--- src/rtl/fifo_pkg.sv ---
// Shared defaults and the reader state encoding for the FIFO drain block.
package fifo_pkg;

  localparam int unsigned FIFO_WIDTH_DEF = 16;
  localparam int unsigned FIFO_DEPTH_DEF = 8;
  localparam int unsigned LEN_W          = 8;
  localparam int unsigned CNT_W          = 16;

  typedef enum logic [1:0] {
    IDLE  = 2'd0,
    READ  = 2'd1,
    FLUSH = 2'd2
  } rd_state_e;

endpackage

--- src/rtl/fifo_skid_buf.sv ---
// Two-entry output buffer with valid/ready on both sides; head entry drives the output.
module fifo_skid_buf #(
  parameter int unsigned W = 17
) (
  input  logic         clk,
  input  logic         rst_n,
  input  logic         s_valid_i,
  output logic         s_ready_o,
  input  logic [W-1:0] s_data_i,
  output logic         m_valid_o,
  input  logic         m_ready_i,
  output logic [W-1:0] m_data_o,
  output logic [1:0]   count_o
);

  logic [W-1:0] head_q, head_d;
  logic [W-1:0] tail_q, tail_d;
  logic [1:0]   count_q, count_d;
  logic         push, pop;

  assign s_ready_o = (count_q != 2'd2);
  assign push      = s_valid_i && s_ready_o;
  assign pop       = (count_q != 2'd0) && m_ready_i;

  always_comb begin
    head_d  = head_q;
    tail_d  = tail_q;
    count_d = count_q;
    case (count_q)
      2'd0: begin
        if (push) begin
          head_d  = s_data_i;
          count_d = 2'd1;
        end
      end
      2'd1: begin
        if (push && pop) begin
          head_d = s_data_i;
        end else if (push) begin
          tail_d  = s_data_i;
          count_d = 2'd2;
        end else if (pop) begin
          count_d = 2'd0;
        end
      end
      2'd2: begin
        // Full: no push is accepted, so a pop just promotes the tail.
        if (pop) begin
          head_d  = tail_q;
          count_d = 2'd1;
        end
      end
      default: count_d = 2'd0;
    endcase
  end

  always_ff @(posedge clk or negedge rst_n) begin
    if (!rst_n) begin
      head_q  <= '0;
      tail_q  <= '0;
      count_q <= 2'd0;
    end else begin
      head_q  <= head_d;
      tail_q  <= tail_d;
      count_q <= count_d;
    end
  end

  assign m_valid_o = (count_q != 2'd0);
  assign m_data_o  = head_q;
  assign count_o   = count_q;

endmodule

--- src/rtl/fifo_reader.sv ---
// Drains len words from a FIFO into a two-entry output buffer, flagging the last word
// and pulsing done when it is accepted downstream.
module fifo_reader
  import fifo_pkg::*;
#(
  parameter int unsigned FIFO_WIDTH = FIFO_WIDTH_DEF,
  parameter int unsigned FIFO_DEPTH = FIFO_DEPTH_DEF
) (
  input  logic                  clk,
  input  logic                  rst_n,
  input  logic                  start,
  input  logic [LEN_W-1:0]      len,
  output logic                  busy,
  output logic                  done,
  output logic                  rd_en,
  input  logic [FIFO_WIDTH-1:0] data_out,
  input  logic                  empty,
  input  logic                  underflow,
  output logic [FIFO_WIDTH-1:0] m_data,
  output logic                  m_valid,
  input  logic                  m_ready,
  output logic                  m_last,
  output logic [CNT_W-1:0]      words_read,
  output logic                  err_underflow
);

  if (FIFO_DEPTH == 0) begin : g_depth_chk
    $error("fifo_reader: FIFO_DEPTH must be nonzero");
  end

  rd_state_e          state_q, state_d;
  logic [LEN_W-1:0]   rem_q, rem_d;
  logic [CNT_W-1:0]   wr_cnt_q, wr_cnt_d;
  logic               done_q, done_d;
  logic               err_q, err_d;
  logic               infl_q, infl_last_q;

  logic [1:0]         buf_cnt;
  logic               buf_valid, buf_s_ready;
  logic [FIFO_WIDTH:0] buf_out;

  logic               pop_c, rd_c, last_hs_c;
  logic [2:0]         used_c;

  // Slots committed after this cycle: buffered + in flight - leaving now.
  assign pop_c     = buf_valid && m_ready;
  assign used_c    = 3'(buf_cnt) + 3'(infl_q) - 3'(pop_c);
  assign rd_c      = (state_q == READ) && !empty && (rem_q != '0)
                     && buf_s_ready && (used_c < 3'd2);
  assign last_hs_c = (state_q == FLUSH) && pop_c && buf_out[FIFO_WIDTH];

  always_comb begin
    state_d  = state_q;
    rem_d    = rem_q;
    wr_cnt_d = wr_cnt_q;
    done_d   = 1'b0;
    err_d    = err_q | underflow;
    if (rd_c) begin
      rem_d    = rem_q - LEN_W'(1);
      wr_cnt_d = wr_cnt_q + CNT_W'(1);
    end
    case (state_q)
      IDLE: begin
        if (start) begin
          if (len != '0) begin
            state_d = READ;
            rem_d   = len;
          end else begin
            done_d = 1'b1;
          end
        end
      end
      READ:    if (rd_c && (rem_q == LEN_W'(1))) state_d = FLUSH;
      FLUSH:   if (last_hs_c) state_d = IDLE;
      default: state_d = IDLE;
    endcase
  end

  always_ff @(posedge clk or negedge rst_n) begin
    if (!rst_n) begin
      state_q     <= IDLE;
      rem_q       <= '0;
      wr_cnt_q    <= '0;
      done_q      <= 1'b0;
      err_q       <= 1'b0;
      infl_q      <= 1'b0;
      infl_last_q <= 1'b0;
    end else begin
      state_q     <= state_d;
      rem_q       <= rem_d;
      wr_cnt_q    <= wr_cnt_d;
      done_q      <= done_d;
      err_q       <= err_d;
      infl_q      <= rd_c;
      infl_last_q <= rd_c && (rem_q == LEN_W'(1));
    end
  end

  fifo_skid_buf #(
    .W(FIFO_WIDTH + 1)
  ) u_buf (
    .clk      (clk),
    .rst_n    (rst_n),
    .s_valid_i(infl_q),
    .s_ready_o(buf_s_ready),
    .s_data_i ({infl_last_q, data_out}),
    .m_valid_o(buf_valid),
    .m_ready_i(m_ready),
    .m_data_o (buf_out),
    .count_o  (buf_cnt)
  );

  assign rd_en         = rd_c;
  assign busy          = (state_q != IDLE);
  assign done          = done_q | last_hs_c;
  assign m_valid       = buf_valid;
  assign m_data        = buf_out[FIFO_WIDTH-1:0];
  assign m_last        = buf_valid && buf_out[FIFO_WIDTH];
  assign words_read    = wr_cnt_q;
  assign err_underflow = err_q;

endmodule
--- config.mk ---
export PLATFORM = sky130hd
export DESIGN_NAME = fifo_reader
export DESIGN_NICKNAME = d
export VERILOG_FILES = /design/src/rtl/fifo_pkg.sv /design/src/rtl/fifo_skid_buf.sv /design/src/rtl/fifo_reader.sv
export SDC_FILE = /design/constraint.sdc
export NUM_CORES = 1
export LEC_CHECK = 0
export CAP_MARGIN = 20
export CORE_UTILIZATION = 51
export DETAILED_ROUTE_END_ITERATION = 10
export HOLD_SLACK_MARGIN = 0.1
export PLACE_DENSITY = 0.8
export SKIP_CTS_REPAIR_TIMING = 1
export SLEW_MARGIN = 5
export SYNTH_ARGS = -nofsm -noshare
export SYNTH_HDL_FRONTEND = slang
export SYNTH_SLANG_ARGS = --single-unit
--- constraint.sdc ---
create_clock -name clk -period 2.95 [get_ports clk]
set_input_delay 0.4425 -clock clk [delete_from_list [all_inputs] [get_ports clk]]
set_output_delay 0.4425 -clock clk [all_outputs]
set_load 0.02 [all_outputs]
; Word level (Yosys, flattened, before mapping)
; Cells that the tools add are included.
[totals]
reg_bits = 66
output_inout_bits = 38
wordCells = 78
[classes]
n_addsub = 4
magnitude_cmp = 1
eq_ne = 15
n_mux = 22
bitwise_logic = 3
reduce_logical = 23
[op_table]
columns = operator, n
row1 = $mux W17, 3
row2 = $pmux W17 S3, 1
row3 = $mux W8, 4
row4 = $mux W2, 9
row5 = $add A16 B1 Y16 const B, 1
row6 = $reduce_bool A8 Y1, 2
row7 = $ne A2 B2 Y1 const B, 6
row8 = $pmux W2 S3, 2
row9 = $reduce_and A4 Y1, 3
row10 = $logic_and A1 B1 Y1, 11
row11 = $eq A8 B1 Y1 const B, 1
row12 = $sub A8 B1 Y8 const B, 1
row13 = $ne A2 B1 Y1 const B, 3
row14 = $eq A2 B1 Y1 const B, 2
row15 = $eq A2 B2 Y1 const B, 2
row16 = $logic_not A2 Y1, 2
row17 = $reduce_bool A2 Y1, 2
row18 = $add A2 B1 Y3, 1
row19 = $lt A3 B2 Y1 const B, 1
row20 = $mux W1, 3
row21 = $ne A3 B2 Y1 const B, 1
row22 = $reduce_and A3 Y1, 1
row23 = $reduce_bool A3 Y1, 1
row24 = $sub A3 B1 Y3, 1
row25 = 3 further kinds, 4

; Depth between registers and ports, before layout
; Gate-level depths: netlist (run 1).
[depth]
ltp_word = 9
depth_mapped = 10
mapped_depth_nobuf = 9

; By module
; A second synthesis (run 1) with hierarchy kept.
[unflattened]
hier_cells = 263
area_unflattened_um2 = 3344.5
[by_module_without_submodules]
columns = module, instances, cells_each, area_per_inst_um2, seq_area_each_um2
row1 = fifo_skid_buf, 1, 106, 1694.1, 900.9
row2 = fifo_reader, 1, 157, 1650.3, 750.7

; Least setup slack after synthesis (run 1)
; No wires, ideal clock.
[synth_path]
path_type = input -> register
startpoint = input port m_ready
endpoint = register rem_q[7]
arrival_ns = 2.508
required_ns = 2.863
path_slack_ns = 0.356
path_stages = 10
cell_sequence = clkbuf_1 -> nand2_1 -> o21ai_0 -> nand2_1 -> fa_1 -> and4bb_2 -> nand3_1 -> clkbuf_1 -> or4b_1 -> o211ai_1
[synth_via]
elab_chain_len = 8
[synth_rtl]
columns = item, line_no
row1 = start: declaration, fifo_reader.sv:21  ; input logic m_ready,
row2 = $logic_and A1 B1 Y1 (*), fifo_reader.sv:46  ; assign pop_c = buf_valid && m_ready;
row3 = $sub A3 B1 Y3 (*), fifo_reader.sv:47  ; assign used_c = 3'(buf_cnt) + 3'(infl_q) - 3'(pop_c);
row4 = $lt A3 B2 Y1 (*), fifo_reader.sv:49  ; && buf_s_ready && (used_c < 3'd2);
row5 = $logic_and A1 B1 Y1 (*), fifo_reader.sv:49
row6 = $mux W8 (*), fifo_reader.sv:58  ; if (rd_c) begin
row7 = $mux W8, fifo_reader.sv:65  ; if (len != '0) begin
row8 = $mux W8, fifo_reader.sv:64  ; if (start) begin
row9 = $mux W8 (*), fifo_reader.sv:62  ; case (state_q)
row10 = via rem_d[7], fifo_reader.sv:32  ; logic [LEN_W-1:0] rem_q, rem_d;
row11 = end signal: assignment, fifo_reader.sv:90  ; rem_q <= rem_d;
row12 = end: declaration, fifo_reader.sv:32
; The timed path passes the listed nets; every way through them passes the cells marked *.
; A chain may end at the register's enable or synchronous reset.

; Worst setup path after layout (run 1)
[layout_path]
startpoint = register u_buf.count_q[0], in the netlist u_buf.count_o[0]
endpoint = output port done
[layout_via]
elab_chain_len = 5
[layout_rtl]
columns = item, line_no
row1 = start: declaration, fifo_skid_buf.sv:18  ; logic [1:0] count_q, count_d;
row2 = start signal: assignment, fifo_skid_buf.sv:65  ; count_q <= count_d;
row3 = $reduce_bool A2 Y1, fifo_skid_buf.sv:69  ; assign m_valid_o = (count_q != 2'd0);
row4 = $logic_and A1 B1 Y1, fifo_reader.sv:46
row5 = $logic_and A1 B1 Y1 (2 in a row), fifo_reader.sv:50  ; assign last_hs_c = (state_q == FLUSH) && pop_c && buf_out[FIFO_WIDTH];
row6 = $or A1 B1 Y1, fifo_reader.sv:115  ; assign done = done_q | last_hs_c;
row7 = end: declaration, fifo_reader.sv:14  ; output logic done,
; No other way between the ends.

==> results of run 1 <==
## metrics by stage
stage | instances | area [µm²] | utilization (%) | power (mW)
after floorplan | 306 | 3310 | - | 2.74
after global placement | 439 | 4050 | 66.4 | 3.28
after detailed placement | 439 | 4050 | 66.4 | 3.35
after CTS | 454 | 4270 | 70.0 | 4.20
after global routing | 455 | 4280 | 70.3 | 4.47
final | 455 | 4280 | 70.3 | 4.18
## final cells by class
class / count / area [µm²] / share of cell area [%]
Tap cell: 75 / 93.8 / 2.19
Inverter: 7 / 26.3 / 0.613
Clock buffer: 13 / 159 / 3.71
Sequential cell: 66 / 1650 / 38.6
Timing Repair Buffer: 90 / 841 / 19.6
Multi-Input combinational cell: 202 / 1450 / 33.9
Clock inverter: 2 / 60.1 / 1.40
## layer usage
| layer | wire length (µm) | GRT usage, % | share of wire (%) |
|---|---|---|---|
| met3 | 341 | 5.49 | 5.1 |
| met5 | 0 | 0 | 0 |
| met4 | 108 | 7.24 | 1.6 |
| met2 | 3230 | 36.4 | 48 |
| met1 | 3020 | 25.7 | 45 |
## placed cells by master (no fill, tap or decap), types with 3 or more instances in the layout
cell type	synthesis	routed
dfrtp_1	66	66
nand2b_1	3	3
nand2_1	16	16
inv_1	6	6
xnor2_1	9	9
or2_2	5	5
mux2_2	17	17
ha_1	4	4
nand4_1	6	6
nor3_1	7	7
clkdlybuf4s50_1	0	64
nor2_1	22	22
o211ai_1	9	9
o311ai_0	3	3
xor2_1	7	7
mux2i_1	18	18
clkbuf_8	0	11
buf_4	17	23
nand3_1	12	12
a21oi_1	19	19
or4_1	6	6
nor4_1	6	6
and2_1	3	3
## registers in the layout, indices dropped and copies added, names as in the netlist
register / flops
state_q: 2
u_buf.m_data_o: 17
u_buf.count_o: 2
rem_q: 8
words_read: 16
u_buf.tail_q: 17
infl_q: 1
infl_last_q: 1
done_q: 1
err_underflow: 1
## final timing paths
kind / cells past startpoint / endpoint / from / slack [ns]
worst max-delay path: 5 / done / u_buf.count_o[0] / 0.31
worst min-delay path: 1 / err_underflow / err_underflow / 0.47
worst max register to register: 10 / rem_q[7] / u_buf.count_o[0] / 0.43
worst min register to register: 1 / err_underflow / err_underflow / 0.47
max in group asynchronous: 3 / u_buf.m_data_o[13] / rst_n / 1.66
min in group asynchronous: 2 / u_buf.m_data_o[2] / rst_n / 0.57
## cells in the mapped netlist (2+ instances only)
cell type	instances
nor2b_1	3
buf_4	17
nor4_1	6
mux2i_1	18
inv_1	6
mux2_2	17
a21oi_1	19
o311ai_0	3
nand4_1	6
clkbuf_1	8
nor4b_1	2
o211ai_1	9
and2_1	3
and3_1	3
buf_2	5
nor2_1	22
nand2_1	16
nand3_1	12
or2_2	5
or3_1	2
ha_1	4
dfrtp_1	66
nor3_1	7
xor2_1	7
xnor2_1	9
nand2b_1	3
or4_1	6
or4b_1	2
## power breakdown
group	switching [mW]	leakage (nW)	internal [mW]	total, mW
combinational	0.912	0.874	0.911	1.82
sequential	0.260	0.806	1.25	1.51
clock	0.322	0.110	0.518	0.840
## kinds of logic (layout without fill, tap and decap cells)
| kind of cell | count (synthesis) | in the layout |
|---|---|---|
| flip-flops | 66 | 66 |
| adder cells (fa/ha/maj) | 5 | 5 |
| AND/OR/NAND/NOR | 107 | 107 |
| XOR/XNOR | 16 | 16 |
| AO/OA/AOI/OAI | 38 | 38 |
| multiplexers | 36 | 36 |
| buffers and inverters | 38 | 112 |
==> results.md, run 1 <==
- Maximum VDD drop: 641 µV
- WP data required: 2.51 ns
- P_leak: 1.79 nW
- Max stage delay on crit path: 0.53 ns
- Detailed Place HPWL: 4840 µm
- Crit end category: primary output
- Slew headroom: 61.5%
- Initial antenna violation count: 0
- Pwr per Cell Area: 975 nW/µm²
- Final Cycle Share: 89.6%
- Via density: 5.56
- CP delay by family, top: buffers and inverters
- Number of distinct library cells after synthesis: 48
- TritonRoute pass-1 iters: 4
- Sequential area share after synthesis: 49.9%
- Post-Synth Simple-Gate Area: 18.2%
- Largest fanout on the critical path: 6
- Hold Path Class: flip-flop to flip-flop
- Max Slew Vio Count: 0
- Main combinational cell family by area after synthesis: simple AND/OR/NAND/NOR gates
- Run status: finished, final reports clean
- Final setup violation count: 0
- Via count: 2531
- Area Overhead vs Synth: 29.4%
- Crit-path cells: buf_4, or2_2, and2_1, a41o_1, clkdlybuf4s50_1
- Vias in the first global route: 2383
- Critical path type: flip-flop to primary output
- Fillers: 471
- Residual DRC: 0
- Syn nets: 341
- Aggregate global routing overflow: 0
- Initial core utilization: 54.3%
- Synth Area in XOR/XNOR: 4.23%
- Adder-Cell Fraction of Synth Area: 2.12%
- Top cell type's share of synthesized area: 49.9%
- Routed wire length: 6700 µm
- Synth Warn #: 0
- Critical path arrival: 2.20 ns
- Largest net degree at the start of global routing: 35
- Total die area: 6820 µm²
- CP Launch Type: flip-flop
- Clk sink count: 66
- Mean Syn Cell Area: 10.8 µm²
- Commonest register cell after synthesis: dfrtp_1
- Clock transition at path regs: 0.07 ns
- Unrepaired setup endpoints after global routing: no
- Initial drt markers: 95
- IO Pins: 68
- Avg WL per Cell: 14.7 µm
- Compound-cell area share of the yosys netlist: 7.26%
- Slowest stage cell, crit path: clkdlybuf4s50_1
- Worst path bufs/invs: 2
- First-pass GRT wire length: 10800 µm
- Die Span X: 82.6 µm
- Min Tclk post-route: 2.64 ns
- Mux contribution to synthesized area: 11.7%
- Hold_ws: 0.473 ns
- CTS root buf: clkbuf_8
- Maxcap violations: 0
- Synth area leader: dfrtp_1
- Final worst-path setup slack: 0.306 ns
- Port Buffers: 67
- CTS tree: yes
- Core area: 6100 µm²
- Fraction of layout cells with a size suffix above 1: 18.4%
- Post-synth EDFFs: 0
- Clk_lat worst skew: 0.34 ns
- Htree depth: 3
- F_max: 378 MHz
- Top post-synthesis cells by area: dfrtp_1 50%, mux2_2 5.8%, mux2i_1 5.4%
- Mapped Area: 3310 µm²
- Final hold vios: 0
- Worst slew pin tran: 0.575 ns
- CTS buffer count: 9
- Antenna Nets Post-Route: 0
- Total track usage: 21.1%
- Post-synthesis instance total: 306
- Clock Path Buffers: 2
- Total Neg Setup Slack: 0 ns
- Yosys reg bits: 66
- Fin nets: 411
- Final GP Congestion: 0.792
- Chip Height: 82.6 µm
- Worst clock skew: 0.00774 ns
- Antenna cell count: 0
- Row count: 28
- Async SR Flop Fraction: 100%
- Pre-CTS WS: -0.423 ns
Power figures use the tool's default switching activity.
==> run 2: changes to the inputs <==
ABC_AREA = 1   (was default)
CORE_UTILIZATION = 35   (was 51)
PLACE_DENSITY = default   (was 0.8)
==> results.md, run 2 <==
- Net Sw Power: 1.72 mW
- CP Launch Type: input pin
- Final instance area: 4530 µm²
- Worst clock skew: 0.0127 ns
- Fin cells: 657
- Row count: 36
- Total track usage: 15.8%
- Initial core utilization: 36.2%
- Clk sink count: 66
- Hold Path Class: flip-flop to flip-flop
- Sequential area share after synthesis: 46.7%
- Main combinational cell family by area after synthesis: simple AND/OR/NAND/NOR gates
- Max stage delay on crit path: 0.52 ns
- Pwr per Cell Area: 951 nW/µm²
- P_leak: 2.22 nW
- Avg WL per Cell: 11.3 µm
- Final Cycle Share: 92.3%
- Run status: finished, final reports clean
- Clock Path Buffers: 2
- Mux contribution to synthesized area: 1.59%
- Syn nets: 490
- Synth Area in XOR/XNOR: 3.47%
- Fraction of layout cells with a size suffix above 1: 10.7%
- Core area: 9770 µm²
- CTS buffer count: 9
- Crit-path cells: clkdlybuf4s50_1, inv_1, nor2_1, o21ai_0, fa_1, nand3_2, inv_1, nand2_1, nor2_2, clkbuf_2
- CP delay by family, top: buffers and inverters
- First-pass GRT wire length: 12800 µm
- Final worst-path setup slack: 0.228 ns
- Unrepaired setup endpoints after global routing: no
- Htree depth: 3
- Port Buffers: 67
- Power share of the sequential group: 35.0%
- Final core occ: 46.4%
- Aggregate global routing overflow: 0
- Min Tclk post-route: 2.72 ns
- Mapped Area: 3540 µm²
- Via density: 4.46
- F_max: 367 MHz
- Synth cell count leaders: 153 x nand2_1, 66 x dfrtp_1, 44 x inv_1
- Area Overhead vs Synth: 28.2%
- Crit end category: primary output
- IO Pins: 68
- Detailed Place HPWL: 5230 µm
- Max Slew Vio Count: 0
- Antenna Nets Post-Route: 0
- DP Area: 4280 µm²
- Final GP Congestion: 0.801
- Pre-CTS WS: -0.228 ns
- Mean Syn Cell Area: 7.77 µm²
- Fin nets: 554
- CTS root buf: clkbuf_8
- TritonRoute pass-1 iters: 4
- Antenna cell count: 0
- Most common cell after layout, fill and taps aside: nand2_1
- Maxcap violations: 0
- Via count: 2930
- Largest net degree at the start of global routing: 49
- Slew headroom: 63.5%
- Critical path type: input pin to primary output
- Top cell by count, worst path: inv_1
- Adder-Cell Fraction of Synth Area: 1.98%
- Post-synth EDFFs: 0
- Commonest cells after routing, fill and taps aside: 153 x nand2_1, 66 x dfrtp_1, 65 x clkdlybuf4s50_1
- Largest fanout on the critical path: 3
- Die Span X: 103 µm
- Worst slew pin tran: 0.547 ns
- Chip Height: 103 µm
- CTS tree: yes
- Pwr Total: 4.31 mW
- Yosys reg bits: 66
- Most common cell in the synthesized netlist: nand2_1
- Initial drt markers: 60
- Final setup violation count: 0
- Synth area leader: dfrtp_1
- Slowest stage cell, crit path: fa_1
- Synth Warn #: 0
- Async SR Flop Fraction: 100%
- Post-Place Cells: 639
- Critical path arrival: 2.28 ns
- Clk network pwr share: 20.2%
- Number of distinct library cells after synthesis: 28
- Routed wire length: 7400 µm
- Vias in the first global route: 2839
- WP data required: 2.51 ns
- Combinational group share of total power: 44.7%
- Initial antenna violation count: 0
- Post-Synth Simple-Gate Area: 28.2%
- Post-synthesis instance total: 455
- Total die area: 10500 µm²
- Final hold vios: 0
- Clk_lat worst skew: 0.35 ns
- Residual DRC: 0
- Fillers: 1009
- Cell Int Power: 2.59 mW
- Top post-synthesis cells by area: dfrtp_1 47%, nand2_1 16%, o21ai_0 5.8%
- Worst path bufs/invs: 4
- Top cell type's share of synthesized area: 46.7%
- Commonest register cell after synthesis: dfrtp_1
- Sw Ratio: 39.9%
- Maximum VDD drop: 408 µV
- Clock transition at path regs: 0.07 ns
- Compound-cell area share of the yosys netlist: 7.36%
-- run 2: cell types whose count changed in the layout (fill, tap and decap cells not counted), moves of 6 or more --
cell | before | now
nor2_2 | 0 | 6
nand3_1 | 12 | 24
mux2_2 | 17 | 5
o211ai_1 | 9 | 0
nor4_1 | 6 | 0
nor2_1 | 22 | 40
inv_1 | 6 | 44
nand2_1 | 16 | 153
mux2i_1 | 18 | 0
o21ai_0 | 0 | 41
a21oi_1 | 19 | 1
buf_4 | 23 | 13
or4_1 | 6 | 0
-- run 2: cell type report --
| class | count | area [µm²] | area share [%] |
|---|---|---|---|
| clock inverters | 6 | 88.8 | 1.96 |
| multi-input cells | 312 | 1510 | 33.2 |
| repair buffers | 83 | 808 | 17.8 |
| flip-flops and latches | 66 | 1650 | 36.4 |
| clock buffers | 10 | 138 | 3.04 |
| inverters | 47 | 176 | 3.89 |
| well taps | 133 | 166 | 3.67 |
-- run 2: layer usage --
metal  vias up  global-route usage [%]  wire length (µm)
met5         -                       0                 0
met4         0                    6.37               131
met3        11                    3.86               340
met2        53                    26.3              3440
met1      1332                    19.7              3480
li1       1534                       -                 -
-- run 2: worst paths after layout --
path	from	to	depth (start not counted)	slack, ns
max	m_ready	rd_en	10	0.23
min reg2reg	err_underflow	err_underflow	1	0.47
max in group asynchronous	rst_n	u_buf.m_data_o[4]	4	1.73
max reg2reg	u_buf.count_o[0]	rem_q[7]	14	0.61
min in group asynchronous	rst_n	u_buf.m_data_o[10]	2	0.55
min	err_underflow	err_underflow	1	0.47
-- run 2: worst register-to-register path, cell delays in order (launching register included) --
cell and delay (ns):
dfrtp_1 0.39, inv_2 0.16, nand2_4 0.06, nor2_1 0.12, o21ai_0 0.11, fa_1 0.52, nand3_2 0.09, buf_4 0.14
nor2_4 0.14, nand2_2 0.09, buf_4 0.17, nand2_1 0.06, nand2_1 0.05, nand2_1 0.05, nand2_1 0.06
-- run 2: power by group through the flow --
stage / sequential, mW / clock (mW) / combinational [mW]
after CTS: 1.51 / 0.899 / 1.96
after global routing: 1.57 / 0.937 / 2.19
final: 1.51 / 0.872 / 1.93
after global placement: 1.52 / 0 / 1.91
after detailed placement: 1.53 / 0 / 1.95
after floorplan: 1.54 / 0 / 1.38
-- run 2: cell families after synthesis --
group           count (synthesis)
mux                             5
compound gates                 50
simple gates                  238
flops                          66
xor+xnor                       14
buf+inv                        77
fa+ha+maj                       5
-- run 2: metrics by stage --
stage,setup TNS (ns),hold WS (ns)
after global placement,-0.184,0.453
after floorplan,0,0.147
after CTS,-0.240,0.327
final,0,0.466
after detailed placement,-0.228,0.453
after global routing,0,0.494
==> run 3: changes to the inputs <==
CORE_MARGIN = 1.5   (was default)
==> results.md, run 3 (synthesis results as in run 2) <==
- Worst clock skew: 0.00759 ns
- Largest fanout on the critical path: 3
- Final hold vios: 0
- Crit end category: primary output
- Hold_ws: 0.468 ns
- Die Span X: 104 µm
- Sw Ratio: 40.6%
- Worst reg2reg path depth: 12
- Total track usage: 14.9%
- TritonRoute pass-1 iters: 4
- Via density: 4.51
- Min Tclk post-route: 2.77 ns
- Run status: finished, final reports clean
- Aggregate global routing overflow: 0
- Initial drt markers: 84
- WP data required: 2.51 ns
- Routed wire length: 7410 µm
- Unrepaired setup endpoints after global routing: no
- Final setup violation count: 0
- Critical path destination: rd_en
- Initial antenna violation count: 0
- Antenna cell count: 0
- Critical path arrival: 2.32 ns
- Max Slew Vio Count: 0
- Residual DRC: 0
- Slew headroom: 65.5%
- Most common cell after layout, fill and taps aside: nand2_1
- R2r endpoint: words_read[5]
- Net Sw Power: 1.68 mW
- Avg WL per Cell: 11.4 µm
- Fin cells: 653
- Htree depth: 3
- Worst r2r src: u_buf.count_o[0]
- Hold Path Class: flip-flop to flip-flop
- Clk sink count: 66
- Clk_lat worst skew: 0.33 ns
- Worst slew pin tran: 0.518 ns
- Via count: 2942
- Vias in the first global route: 2868
- P_leak: 2.19 nW
- CTS tree: yes
- Final Cycle Share: 93.7%
- Clock transition at path regs: 0.07 ns
- CTS buffer count: 9
- Commonest cells after routing, fill and taps aside: 153 x nand2_1, 66 x dfrtp_1, 65 x clkdlybuf4s50_1
- CTS root buf: clkbuf_8
- Fin nets: 552
- Core area: 9770 µm²
- Detailed Place HPWL: 5430 µm
- Post-Place Cells: 638
- Final GP Congestion: 0.809
- Worst Setup SP: m_ready
- Total die area: 10700 µm²
- Cell Int Power: 2.45 mW
- Area Overhead vs Synth: 26.2%
- CP Launch Type: input pin
- Initial core utilization: 36.2%
- Power share of the sequential group: 36.7%
- Chip Height: 104 µm
- DP Area: 4280 µm²
- Critical path type: input pin to primary output
- Hold_sp: err_underflow
- Largest net degree at the start of global routing: 34
- Fraction of layout cells with a size suffix above 1: 9.81%
- Antenna Nets Post-Route: 0
- Fillers: 1014
- Final instance area: 4470 µm²
- Register-to-register setup slack: 0.64 ns
- Clk network pwr share: 16.8%
- Clock Path Buffers: 2
- F_max: 362 MHz
- Maximum VDD drop: 485 µV
- Maxcap violations: 0
- Port Buffers: 67
- Row count: 36
- First-pass GRT wire length: 13100 µm
- Combinational group share of total power: 46.5%
- IO Pins: 68
- Pwr per Cell Area: 926 nW/µm²
## run 3: changes by cell type in the layout (fill, tap and decap cells not counted)
cell	before	now
buf_12	2	1
buf_4	13	12
bufinv_16	2	0
clkbuf_2	1	0
clkbuf_8	10	12
clkinvlp_4	2	1
dlymetal6s2s_1	0	1
inv_6	1	0
## run 3: layer usage
layer	wire length [µm]	global-route usage (%)	share of wire, %
met5	0	0	0
met4	68	4.17	0.92
met3	341	3.59	4.6
met2	3510	25.3	47
met1	3490	19.0	47
## run 3: worst min path at each step
| stage | endpoint | slack [ns] | cells past startpoint |
|---|---|---|---|
| 2_1_floorplan | done_q | 0.15 | 0 |
| 3_3_place_gp | u_buf.m_data_o[9] | 0.43 | 1 |
| 3_5_place_dp | u_buf.m_data_o[9] | 0.43 | 1 |
| 4_1_cts | u_buf.tail_q[13] | 0.06 | 1 |
| 5_1_grt | err_underflow | 0.50 | 1 |
| 6_report | err_underflow | 0.47 | 1 |
## run 3: power by group through the flow
stage / Sequential [mW] / Clock, mW / Combinational (mW)
6_report: 1.52 / 0.695 / 1.92
5_1_grt: 1.57 / 0.754 / 2.18
4_1_cts: 1.52 / 0.718 / 1.95
3_5_place_dp: 1.53 / 0 / 1.94
3_3_place_gp: 1.52 / 0 / 1.91
2_1_floorplan: 1.54 / 0 / 1.38
## run 3: per-stage QoR
step                      setup slack (ns)  utilization (%)  TNS [ns]  power [mW]
final                                0.185             45.7         0        4.13
after global routing                0.0540             45.7         0        4.50
after CTS                           -0.209             45.6    -0.209        4.19
after detailed placement            -0.196             43.7    -0.196        3.48
after global placement              -0.180             43.7    -0.180        3.43
after floorplan                      0.431                -         0        2.92
## run 3: final cells by class
class,instances,area (µm²),area share [%]
Clock buffer,12,165,3.70
Clock inverter,2,12.5,0.280
Inverter,47,176,3.95
Multi-Input combinational cell,312,1510,33.7
Sequential cell,66,1650,37.0
Tap cell,133,166,3.73
Timing Repair Buffer,81,788,17.7
## run 3: critical path, stage by stage
cell and delay (ns):
clkdlybuf4s50_1 0.50, inv_1 0.06, nor2_1 0.13, o21ai_0 0.11
fa_1 0.52, nand3_2 0.09, inv_1 0.06, nand2_1 0.06
nor2_2 0.11, dlymetal6s2s_1 0.24
==> RTL edit 1 (settings of run 2) <==
Change the package constant `LEN_W` from 8 to 32.
--- a/src/rtl/fifo_pkg.sv
+++ b/src/rtl/fifo_pkg.sv
@@ -3,7 +3,7 @@
 
   localparam int unsigned FIFO_WIDTH_DEF = 16;
   localparam int unsigned FIFO_DEPTH_DEF = 8;
-  localparam int unsigned LEN_W          = 8;
+  localparam int unsigned LEN_W          = 32;
   localparam int unsigned CNT_W          = 16;
 
   typedef enum logic [1:0] {
Interface: changed (resized len); port bits go from 68 to 92. The function was not compared with the original's and may differ.
==> RTL edit 1 against run 2 <==
Critical path depth did not move; cell count rose by 67%; register-to-register slack got worse by 0.18 ns; sequential cell count rose by 24; setup slack got worse by 0.074 ns; sequential share of layout area fell by 4.2 points; routed wire length rose by 87%; final area rose by 54%; total power rose by 46%; core utilization fell by 2.2 points; first-iteration DRC count rose to 4.8 times the old value; synthesized area rose by 60%.
==> RTL edit 1: results (changes against run 2) <==
| Metric | Value |
|---|---|
| Worst hold path type | primary input to asynchronous set/reset pin (was flip-flop to flip-flop) |
| Leakage power | 3.32 nW (was 2.22 nW) |
| First-pass GRT wire length | 23300 µm (was 12800 µm) |
| Dpl ws | -0.256 ns (was -0.228 ns) |
| Worst reg2reg endpoint | words_read[6]$_DFFE_PN0N_ (was rem_q[7]$_DFF_PN0_) |
| Final Skew | 0.00797 ns (was 0.0127 ns) |
| Critical path's slowest cell | clkdlybuf4s50_1 (was fa_1) |
| Number of port buffers | 91 (was 67) |
| GRT Util Overall | 17.9% (was 15.8%) |
| Switching part of the total | 43.8% (was 39.9%) |
| Post-Layout Cell Count | 1096 (was 657) |
| Netlist cell types | 31 (was 28) |
| Largest net degree at the start of global routing | 48 (was 49) |
| Initial DRC Count | 287 (was 60) |
| Final wirelength | 13800 µm (was 7400 µm) |
| Syn_nets | 860 (was 490) |
| Status | finished, final reports clean (unchanged) |
| Vias | 5106 (was 2930) |
| Area after DPL | 6720 µm² (was 4280 µm²) |
| RePlAce Congestion | 0.860 (was 0.801) |
| Post-synth top cells | nand2_1 (261), nor2_1 (108), dfrtp_1 (90) (was nand2_1 (153), dfrtp_1 (66), inv_1 (44)) |
| Synth Area in Compound Gates | 4.40% (was 7.36%) |
| Share of layout cells above drive strength 1 | 7.50% (was 10.7%) |
| DP HPWL | 10300 µm (was 5230 µm) |
| Vias in the first global route | 4762 (was 2839) |
| R2R depth | 13 (was 14) |
| Dpl cells | 1080 (was 639) |
| Mapped Cells | 801 (was 455) |
| Seq/Total Area, Yosys | 39.8% (was 46.7%) |
| Synth top area cells | dfrtp_1 (40%), nand2_1 (17%), nor2_1 (7.2%), inv_1 (5.2%), nand3_1 (4.4%) (was dfrtp_1 (47%), nand2_1 (16%), o21ai_0 (5.8%), inv_1 (4.7%), nor2_1 (4.2%)) |
## RTL edit 1: area by class of cell
type                            count  area, µm²
Clock buffer                        9        225
Clock inverter                      7       56.3
Fill cell                        1620       8830
Inverter                           88        330
Multi-Input combinational cell    578       2800
Sequential cell                    90       2250
Tap cell                          216        270
Timing Repair Buffer              108       1060
## RTL edit 1: routing by layer
metal / up-vias / wire length [µm] / global-route usage (%)
met5: - / 0 / 0
met3: 18 / 719 / 2.48
met2: 135 / 6320 / 29.8
li1: 2675 / - / -
met4: 0 / 265 / 6.64
met1: 2278 / 6520 / 23.6
## RTL edit 1: power groups by stage
stage	Clock [mW]	Combinational, mW	Sequential [mW]
floorplan	0	2.28	2.13
global placement	0	3.00	2.17
detailed placement	0	3.02	2.19
CTS	1.16	3.03	2.17
global route	1.22	3.42	2.24
finish	1.12	2.99	2.17
==> RTL edit 2 (config.mk and constraints of run 2) <==
Made on the original files. The 3 states of `rd_state_e` get a one-hot encoding in 3 bits.
--- a/src/rtl/fifo_pkg.sv
+++ b/src/rtl/fifo_pkg.sv
@@ -6,10 +6,10 @@
   localparam int unsigned LEN_W          = 8;
   localparam int unsigned CNT_W          = 16;
 
-  typedef enum logic [1:0] {
-    IDLE  = 2'd0,
-    READ  = 2'd1,
-    FLUSH = 2'd2
+  typedef enum logic [2:0] {
+    IDLE  = 3'b001,
+    READ  = 3'b010,
+    FLUSH = 3'b100
   } rd_state_e;
 
 endpackage
Check against the original RTL: no difference found for any inputs over 4 cycles, from zero or initial values and one cycle with rst_n low; so few cycles prove little.
==> RTL edit 2 against run 2 <==
Synthesized area up 1.7%; sequential cell count up 1; final area up 0.55%; routed wire length up 1.5%; core utilization down 0.17 points; sequential share of layout area up 0.38 points; combinational power down 12%; total power down 7.4%; via count down 1.5%; setup slack worse by 0.10 ns; global-route usage down 0.36 points; worst hold slack worse by 0.33 ns; critical path depth unchanged; critical path type unchanged.
==> RTL edit 2: results (changes against run 2) <==
| Metric | Value |
|---|---|
| Final Skew | 0.00867 ns (was 0.0127 ns) |
| Critical Path Start | m_ready (unchanged) |
| Total CTS buffers | 9 (unchanged) |
| R2R depth | 13 (was 14) |
| Synth top area cells | dfrtp_1 (46%), nand2_1 (16%), nor2_1 (5.4%), buf_4 (4.2%), inv_1 (3.1%) (was dfrtp_1 (47%), nand2_1 (16%), o21ai_0 (5.8%), inv_1 (4.7%), nor2_1 (4.2%)) |
| Max clock buf depth | 2 (unchanged) |
| Tightest Pin Transition | 0.808 ns (was 0.547 ns) |
| Post-layout net count | 537 (was 554) |
| RR Startpoint | u_buf.count_o[0]$_DFFE_PN0P_ (unchanged) |
| Leakage power | 2.17 nW (was 2.22 nW) |
| Share of layout cells above drive strength 1 | 12.4% (was 10.7%) |
| CP delay by family, top | buffers and inverters (unchanged) |
| Vias | 2886 (was 2930) |
| Netlist cell types | 35 (was 28) |
| Worst hold path type | primary input to asynchronous set/reset pin (was flip-flop to flip-flop) |
| Area after DPL | 4340 µm² (was 4280 µm²) |
| Syn_nets | 470 (was 490) |
| CP max FO | 5 (was 3) |
| RePlAce Congestion | 0.828 (was 0.801) |
| Yosys Warn Count | 0 (unchanged) |
| Post-synth top cells | nand2_1 (156), dfrtp_1 (66), nor2_1 (52) (was nand2_1 (153), dfrtp_1 (66), inv_1 (44)) |
| Worst VDD drop | 0.450 mV (was 0.408 mV) |
| Number of port buffers | 67 (unchanged) |
| Average routed wire per standard cell | 11.7 µm (was 11.3 µm) |
| Largest net degree at the start of global routing | 35 (was 49) |
| Clk_lat worst skew | 0.34 ns |
| GRT Util Overall | 15.5% (was 15.8%) |
| Worst setup endpoint | rd_en (unchanged) |
| Signal arrival time at the worst endpoint | 2.38 ns (was 2.28 ns) |
| First-pass GRT wire length | 12700 µm (was 12800 µm) |
| Initial antenna violation count | 0 (unchanged) |
| Vias in the first global route | 2758 (was 2839) |
| Worst reg2reg endpoint | state_q[1]$_DFFE_PN0P_ (was rem_q[7]$_DFF_PN0_) |
| Initial DRC Count | 46 (was 60) |
| Seq/Total Area, Yosys | 46.6% (was 46.7%) |
| DP HPWL | 5400 µm (was 5230 µm) |
| Root buf cell | clkbuf_8 (unchanged) |
| Status | finished, final reports clean (unchanged) |
| P_int | 2.44 mW (was 2.59 mW) |
| R2R Setup Slk | 0.44 ns (was 0.61 ns) |
RTL edit 2: changes by cell type in the layout (fill, tap and decap cells not counted), sizes merged, moves of 3 or more:
cell	before	now
nand3	26	18
mux2	5	16
nor2	48	56
a31oi	5	17
xnor2	4	7
inv	48	37
o21ai	44	12
RTL edit 2: worst min path at each step:
stage                                                 to  slack [ns]
after CTS                  u_buf.m_data_o[7]$_DFFE_PN0P_        0.15
after global routing      u_buf.m_data_o[10]$_DFFE_PN0P_        0.18
final                      u_buf.m_data_o[3]$_DFFE_PN0P_        0.13
after global placement           err_underflow$_DFF_PN0_        0.45
after floorplan                         done_q$_DFF_PN0_        0.15
after detailed placement         err_underflow$_DFF_PN0_        0.46
RTL edit 2: logic make-up (layout without fill, tap and decap cells):
logic type,after synthesis,count (layout),share of synthesized area (%)
simple gates,240,240,27.4
flops,67,67,46.6
buf+inv,59,131,8.73
compound gates,32,32,5.60
xor+xnor,16,16,3.90
mux,16,16,5.74
fa+ha+maj,5,5,1.95
RTL edit 2: power groups by stage:
stage / Sequential (mW) / Combinational [mW] / Clock (mW)
finish: 1.52 / 1.69 / 0.791
global route: 1.57 / 1.89 / 0.861
CTS: 1.52 / 1.70 / 0.819
detailed placement: 1.54 / 1.69 / 0
global placement: 1.53 / 1.66 / 0
floorplan: 1.56 / 1.17 / 0
RTL edit 2: area by class of cell:
type	instances	area, µm²
flip-flops and latches	67	1680
inverters	33	124
fillers	976	5310
repair buffers	82	776
well taps	133	166
multi-input cells	309	1610
clock inverters	7	81.3
clock buffers	9	124
RTL edit 2: stage by stage:
stage                     setup WS [ns]  instances  setup TNS (ns)  hold slack (ns)
after floorplan                   0.387        435               0            0.147
after global placement           -0.378        623          -0.378            0.450
after detailed placement         -0.371        623          -0.373            0.460
after CTS                        -0.391        639          -0.391            0.148
after global routing            0.00643        640               0            0.176
final                             0.129        640               0            0.133
RTL edit 2: layer usage:
metal | part of all wire [%] | vias to the layer above | global-route usage [%]
met3 | 3.2 | 10 | 2.42
met1 | 49 | 1320 | 20.9
met5 | 0 | - | 0
li1 | - | 1501 | -
met2 | 47 | 55 | 25.0
met4 | 1.5 | 0 | 5.85
